[src/rtl/led_pkg.sv]
// ---------------------------------------------------------------------------
// led_pkg
// Shared types for the LED pattern generator:
//   mode_e     : animation mode encoding as seen on the mode input
//   hs_state_e : request handshake FSM state
// ---------------------------------------------------------------------------
package led_pkg;

   typedef enum logic [1:0] {
      STATIC = 2'd0,
      BLINK  = 2'd1,
      CHASE  = 2'd2,
      BOUNCE = 2'd3
   } mode_e;

   typedef enum logic {
      ST_READY = 1'b0,
      ST_LOAD  = 1'b1
   } hs_state_e;

endpackage : led_pkg

[src/rtl/led_pattern_gen_tick_gen.sv]
// ---------------------------------------------------------------------------
// tick_gen
// Free-running clock divider producing one pattern tick every DIV enabled
// cycles.
// Ports:
//   CLK   in  : clock
//   rst_n in  : asynchronous active-low reset
//   en    in  : count enable; low freezes the counter and suppresses tick
//   clr   in  : synchronous clear of the counter (restarts the tick period)
//   tick  out : one-cycle pulse on the enabled cycle where the count is DIV-1
// ---------------------------------------------------------------------------
module tick_gen #(
   parameter int DIV = 25000000
) (
   input  logic CLK,
   input  logic rst_n,
   input  logic en,
   input  logic clr,
   output logic tick
);

   localparam int            CW       = (DIV > 1) ? $clog2(DIV) : 1;
   localparam logic [CW-1:0] CNT_LAST = CW'(DIV - 1);

   logic [CW-1:0] cnt_r;

   // Divider counter: clear has priority, wraps to zero after DIV-1.
   always_ff @(posedge CLK or negedge rst_n) begin
      if (!rst_n) begin
         cnt_r <= {CW{1'b0}};
      end else if (clr) begin
         cnt_r <= {CW{1'b0}};
      end else if (en) begin
         if (cnt_r == CNT_LAST) begin
            cnt_r <= {CW{1'b0}};
         end else begin
            cnt_r <= cnt_r + CW'(1);
         end
      end else begin
         cnt_r <= cnt_r;
      end
   end

   // Tick is decoded straight from the count register so the consumer sees
   // it in the same cycle the count reaches DIV-1 (DIV=1 ticks every cycle).
   assign tick = en && (cnt_r == CNT_LAST);

endmodule : tick_gen

[src/rtl/led_pattern_gen.sv]
// ---------------------------------------------------------------------------
// led_pattern_gen
// Drives N_LED LEDs with one of four animations (static, blink, chase,
// bounce), selected through a valid/ready request interface.
// Ports:
//   CLK        in  : clock, all state on rising edge
//   rst_n      in  : asynchronous active-low reset
//   en         in  : animation enable; low freezes the animation
//   mode       in  : requested mode (led_pkg::mode_e encoding)
//   pattern    in  : base pattern for STATIC and BLINK
//   mode_valid in  : request strobe for mode/pattern
//   mode_ready out : high when a request can be accepted
//   LED        out : registered LED drive, bit 0 = LED0
// ---------------------------------------------------------------------------
module led_pattern_gen
   import led_pkg::*;
#(
   parameter int N_LED = 3,
   parameter int DIV   = 25000000
) (
   input  logic             CLK,
   input  logic             rst_n,
   input  logic             en,
   input  logic [1:0]       mode,
   input  logic [N_LED-1:0] pattern,
   input  logic             mode_valid,
   output logic             mode_ready,
   output logic [N_LED-1:0] LED
);

   localparam int            PW       = (N_LED > 1) ? $clog2(N_LED) : 1;
   localparam logic [PW-1:0] POS_LAST = PW'(N_LED - 1);
   localparam logic [PW-1:0] POS_ZERO = {PW{1'b0}};

   hs_state_e        state_r, state_nxt_s;
   logic             accept_s;
   logic             ready_s;
   logic             tick_s;
   logic             step_s;

   mode_e            mode_r, mode_nxt_s;
   logic [N_LED-1:0] pat_r, pat_nxt_s;
   logic             phase_r, phase_nxt_s;
   logic [PW-1:0]    pos_r, pos_nxt_s;
   logic             dir_up_r, dir_up_nxt_s;
   logic [N_LED-1:0] onehot_s;
   logic [N_LED-1:0] led_nxt_s;
   logic [N_LED-1:0] led_r;

   // Divider restarts on accept so a new mode always gets a full first period.
   tick_gen #(
      .DIV (DIV)
   ) u_tick_gen (
      .CLK   (CLK),
      .rst_n (rst_n),
      .en    (en),
      .clr   (accept_s),
      .tick  (tick_s)
   );

   // Handshake FSM state register.
   always_ff @(posedge CLK or negedge rst_n) begin
      if (!rst_n) begin
         state_r <= ST_READY;
      end else begin
         state_r <= state_nxt_s;
      end
   end

   // Handshake FSM next state, accept strobe and ready output.
   always_comb begin
      state_nxt_s = state_r;
      accept_s    = 1'b0;
      ready_s     = 1'b0;
      case (state_r)
         ST_READY: begin
            ready_s = 1'b1;
            if (mode_valid) begin
               accept_s    = 1'b1;
               state_nxt_s = ST_LOAD;
            end else begin
               state_nxt_s = ST_READY;
            end
         end
         ST_LOAD: begin
            // Requests seen here are ignored; the requester keeps holding.
            state_nxt_s = ST_READY;
         end
         default: begin
            state_nxt_s = ST_READY;
         end
      endcase
   end

   assign mode_ready = ready_s;

   // Animation next state: accept reloads everything and swallows a
   // coincident tick; otherwise a tick advances the current mode.
   always_comb begin
      mode_nxt_s   = mode_r;
      pat_nxt_s    = pat_r;
      phase_nxt_s  = phase_r;
      pos_nxt_s    = pos_r;
      dir_up_nxt_s = dir_up_r;
      step_s       = tick_s && !accept_s;
      if (accept_s) begin
         mode_nxt_s   = mode_e'(mode);
         pat_nxt_s    = pattern;
         phase_nxt_s  = 1'b0;
         pos_nxt_s    = POS_ZERO;
         dir_up_nxt_s = 1'b1;
      end else if (step_s) begin
         case (mode_r)
            STATIC: begin
               phase_nxt_s = phase_r;
            end
            BLINK: begin
               phase_nxt_s = !phase_r;
            end
            CHASE: begin
               if (pos_r == POS_LAST) begin
                  pos_nxt_s = POS_ZERO;
               end else begin
                  pos_nxt_s = pos_r + PW'(1);
               end
            end
            BOUNCE: begin
               if (N_LED == 1) begin
                  pos_nxt_s = POS_ZERO;
               end else if (dir_up_r) begin
                  // Reverse at the top end without lighting it twice.
                  if (pos_r == POS_LAST) begin
                     dir_up_nxt_s = 1'b0;
                     pos_nxt_s    = pos_r - PW'(1);
                  end else begin
                     pos_nxt_s = pos_r + PW'(1);
                  end
               end else begin
                  if (pos_r == POS_ZERO) begin
                     dir_up_nxt_s = 1'b1;
                     pos_nxt_s    = pos_r + PW'(1);
                  end else begin
                     pos_nxt_s = pos_r - PW'(1);
                  end
               end
            end
            default: begin
               pos_nxt_s = pos_r;
            end
         endcase
      end else begin
         step_s = 1'b0;
      end
   end

   // One-hot decode of the next position for CHASE and BOUNCE.
   always_comb begin
      onehot_s = {N_LED{1'b0}};
      for (int i = 0; i < N_LED; i++) begin
         onehot_s[i] = (pos_nxt_s == PW'(i));
      end
   end

   // LED value derived from the next animation state, so the register
   // already shows the new mode's initial value on the cycle after accept.
   always_comb begin
      led_nxt_s = {N_LED{1'b0}};
      case (mode_nxt_s)
         STATIC:  led_nxt_s = pat_nxt_s;
         BLINK:   led_nxt_s = phase_nxt_s ? ~pat_nxt_s : pat_nxt_s;
         CHASE:   led_nxt_s = onehot_s;
         BOUNCE:  led_nxt_s = onehot_s;
         default: led_nxt_s = {N_LED{1'b0}};
      endcase
   end

   // Animation state and LED registers.
   always_ff @(posedge CLK or negedge rst_n) begin
      if (!rst_n) begin
         mode_r   <= STATIC;
         pat_r    <= {N_LED{1'b0}};
         phase_r  <= 1'b0;
         pos_r    <= POS_ZERO;
         dir_up_r <= 1'b1;
         led_r    <= {N_LED{1'b0}};
      end else begin
         mode_r   <= mode_nxt_s;
         pat_r    <= pat_nxt_s;
         phase_r  <= phase_nxt_s;
         pos_r    <= pos_nxt_s;
         dir_up_r <= dir_up_nxt_s;
         led_r    <= led_nxt_s;
      end
   end

   assign LED = led_r;

endmodule : led_pattern_gen

[config.mk]
export PLATFORM = sky130hd
export DESIGN_NAME = led_pattern_gen
export DESIGN_NICKNAME = d
export VERILOG_FILES = /design/src/rtl/led_pkg.sv /design/src/rtl/led_pattern_gen_tick_gen.sv /design/src/rtl/led_pattern_gen.sv
export SDC_FILE = /design/constraint.sdc
export NUM_CORES = 1
export LEC_CHECK = 0
export BUFFER_PORTS_ARGS = -buffer_cell sky130_fd_sc_hd__buf_2
export CORE_ASPECT_RATIO = 0.9
export CORE_MARGIN = 1
export CORE_UTILIZATION = 35
export DETAILED_ROUTE_END_ITERATION = 8
export HOLD_SLACK_MARGIN = 0.1
export SLEW_MARGIN = 10
export SYNTH_ARGS = -nofsm -noshare
export SYNTH_HDL_FRONTEND = slang
export SYNTH_SLANG_ARGS = --single-unit
[constraint.sdc]
create_clock -name CLK -period 5.5 [get_ports CLK]
set_input_delay 0.55 -clock CLK [delete_from_list [all_inputs] [get_ports CLK]]
set_output_delay 0.55 -clock CLK [all_outputs]
set_load 0.005 [all_outputs]
==> out/metrics.cfg <==
[power]
p_sw_mw = 0.147
p_leak_nw = 0.981
pwr-share-clk_pct = 39.8
power_mw = 0.592
intPower_mw = 0.445
cellPowerDensity_nw_per_um2 = 252
seq_power_share_pct = 51.4
proportion_of_total_power_due_to_net_switching_pct = 24.9
combinationalPowerShare_pct = 8.8
vdd_ir_drop_max_v = 0.0000909

[job]
cap_violations = 0

[route]
detail-route-antenna-nets = 0
drt_iter0_drc = 115
detailroute.via_count = 1842
via_per_inst = 5.70
drt-wirelength-per-cell_um = 15.4
wl_um = 4960
drt-pass1-iter-count = 6
drcViolationCount = 4

[critical_path]
wp_data_required_ns = 5.71
r2r_cells = 6
timing.rr.end = u_tick_gen.cnt_r[23]$_DFFE_PN0P_
endpoint_kind = register
class_of_the_most_critical_setup_path = register to register
timing.rr.start = state_r$_DFF_PN0_
timing.critical_path.from_type = register
critical_path.startpoint = state_r$_DFF_PN0_
worst-r2r-setup-slack_ns = 2.96
critical_path.max_fanout = 19
endpoint_arrival_time_on_the_critical_path_ns = 2.75

[sta]
finalHoldViolCount = 0
period_needed_ns = 2.54
clock-skew-final_ns = 0.00931
finalMaxSlewViolations = 0
timing.final.crit_share_pct = 46.1
tightestPinTransition_ns = 0.879
maxSlewHeadroom_pct = 40.9
finalSetupViolCount = 0
rsz0062_at_grt = false
totalNegativeSetupSlack_ns = 0
max_freq_mhz = 394

[placement]
globalplace.congestion = 0.897
post_dp_cell_area_um2 = 2240
io_buffers = 12
post-dp-hpwl_um = 3540

[global_routing]
grt_pass1_wl_um = 8420
pin_count_of_the_biggest_net_entering_global_routing = 39
grt_antenna_before_repair = 0
number_of_global_route_vias_before_repair = 1775
grtUsageTotal_pct = 16.5
grt_overflow_total = 0

[clock_network]
cts-buffers-inserted = 5
cts-resized-gates = 0
cts_htree_levels = 2
number_of_buffers_inserted_by_post_cts_setup_repair = 0
tritoncts = built
clk_pin_slew_worst_paths_ns = 0.08
cts.root.buffer_cell = sky130_fd_sc_hd__clkbuf_8
cts_sinks = 38
clkLatencyLatePin_ns = 0.30
cts_hold_repair.buffers = 0
cts.path.max_buffers = 2

[floorplan]
die_w_um = 84.1
initial_utilization_pct = 36.9
std_cell_rows = 26
core-area_um2 = 5760
floorplan.die_area_um2 = 6390
num_io_pins = 13
die_span_y_um = 75.9

[outcome]
violations = design-rule violations
run_status = finished, violations left

[finish]
layout.nets = 262
n_antenna_cell = 0
flow.area_growth_from_synthesis_pct = 10.7
finalCoreUtilization_pct = 40.9
final_cell_area_um2 = 2350
fillers = 578
proportion_of_layout_cells_with_a_drive_suffix_above_1_pct = 11.9

[yosys]
ys_async_sr_fraction_pct = 100
largest_area_contributor_in_the_netlist = sky130_fd_sc_hd__dfrtp_1
yosys.area.top_type_share_pct = 43.6
average_cell_area_after_synthesis_um2 = 8.89
synth_enable_flop_cells = 0
synth.cell_area_um2 = 2120
synth_net_count = 249
synth_most_common_cell = sky130_fd_sc_hd__dfrtp_1
synth_seq_area_share_pct = 44.8
synthesis.yosys.warnings = 0
postSynthRegisterBits = 38
dominantRegCellSynth = sky130_fd_sc_hd__dfrtp_1
synthTopCellsByArea = sky130_fd_sc_hd__dfrtp_1 (44%), sky130_fd_sc_hd__nand2_1 (6.4%), sky130_fd_sc_hd__nor2_1 (3.9%), sky130_fd_sc_hd__nand3_1 (3.3%), sky130_fd_sc_hd__nand4_1 (2.9%)
synth.lib_cells_used.distinct = 51
synth_top_cells_by_count = sky130_fd_sc_hd__dfrtp_1 (37), sky130_fd_sc_hd__nand2_1 (36), sky130_fd_sc_hd__nor2_1 (22)
synthCells = 239

[min_path]
min_path_type = primary input to async pin

-- sequential cells by signal, indices dropped and copies added (netlist names) --
| name | cells |
|---|---|
| LED | 3 |
| dir_up_r | 1 |
| mode_r | 2 |
| pat_r | 3 |
| phase_r | 1 |
| pos_r | 2 |
| state_r | 1 |
| u_tick_gen.cnt_r | 25 |
-- cell type report --
type                            instances  area (um2)  share of cell area [%]
Clock buffer                            5        68.8                    2.93
Clock inverter                          3        40.0                    1.70
Inverter                                9        33.8                    1.44
Multi-Input combinational cell        184        1090                    46.5
Sequential cell                        38         952                    40.5
Tap cell                               70        87.6                    3.72
Timing Repair Buffer                   14        75.1                    3.19
-- worst max-delay path, stage by stage, from the launching register on --
cell and delay [ns]:
sky130_fd_sc_hd__dfrtp_1 0.34, sky130_fd_sc_hd__nand2b_1 0.57, sky130_fd_sc_hd__clkinv_1 0.66, sky130_fd_sc_hd__a211oi_1 0.35, sky130_fd_sc_hd__buf_4 0.24, sky130_fd_sc_hd__a41oi_1 0.12
sky130_fd_sc_hd__a31oi_1 0.16
-- stage by stage --
step	setup WS (ns)	hold WS (ns)	cells
floorplan	3.45	0.254	239
global placement	2.85	0.497	315
detailed placement	2.76	0.491	315
CTS	3.00	0.393	323
global route	2.67	0.444	323
finish	2.96	0.363	323
-- cell usage in the layout, fill, tap and decap left out, drive strengths merged, types with 2 or more instances in the layout --
| cell | Yosys | routed |
|---|---|---|
| or4 | 2 | 2 |
| xor2 | 5 | 5 |
| a211oi | 3 | 3 |
| a41oi | 2 | 2 |
| nor3 | 5 | 5 |
| dfrtp | 37 | 37 |
| and2 | 4 | 4 |
| nand2b | 2 | 2 |
| or3 | 3 | 3 |
| o21a | 5 | 5 |
| inv | 8 | 8 |
| or2 | 2 | 2 |
| a21oi | 9 | 9 |
| nand3 | 14 | 14 |
| nor4 | 8 | 8 |
| clkinv | 1 | 3 |
| clkbuf | 1 | 5 |
| buf | 7 | 14 |
| o32ai | 3 | 3 |
| and3 | 5 | 5 |
| and4 | 2 | 2 |
| xnor2 | 4 | 4 |
| o21ai | 7 | 7 |
| a22o | 3 | 3 |
| nor2 | 22 | 22 |
| nand4 | 10 | 10 |
| o211ai | 3 | 3 |
| nor2b | 3 | 3 |
| a31oi | 8 | 8 |
| a311oi | 2 | 2 |
| nand2 | 36 | 36 |
-- routing by layer --
metal | up-vias | global-route usage, % | wire length (um)
met5 | - | 0 | 0
met4 | 0 | 5.52 | 65
met3 | 7 | 3.38 | 240
met2 | 42 | 25.6 | 2170
met1 | 885 | 23.0 | 2490
li1 | 908 | - | -
-- cells by family (layout without fill, tap and decap cells) --
family | count (synthesis) | in the layout | share of synthesized area [%]
AO/OA/AOI/OAI | 52 | 52 | 17.0
XOR/XNOR | 9 | 9 | 3.71
adder cells (fa/ha/maj) | 1 | 1 | 0.589
buffers and inverters | 17 | 31 | 3.65
flip-flops | 38 | 38 | 44.8
AND/OR/NAND/NOR | 122 | 122 | 30.2
-- worst max path at each step --
stage,end,cells after the start
final,u_tick_gen.cnt_r[23]$_DFFE_PN0P_,6
after detailed placement,u_tick_gen.cnt_r[23]$_DFFE_PN0P_,7
after global placement,u_tick_gen.cnt_r[15]$_DFFE_PN0P_,6
after global routing,u_tick_gen.cnt_r[23]$_DFFE_PN0P_,6
after CTS,u_tick_gen.cnt_r[23]$_DFFE_PN0P_,6
after floorplan,u_tick_gen.cnt_r[21]$_DFFE_PN0P_,6
-- power groups by stage --
stage               Sequential [mW]  Clock [mW]  Combinational [mW]
finish                        0.304       0.236              0.0521
global placement              0.310           0              0.0521
detailed placement            0.309           0              0.0528
floorplan                     0.306           0              0.0327
global route                  0.306       0.251              0.0597
CTS                           0.304       0.241              0.0528
Note: power is estimated with default switching activity, not from simulation.
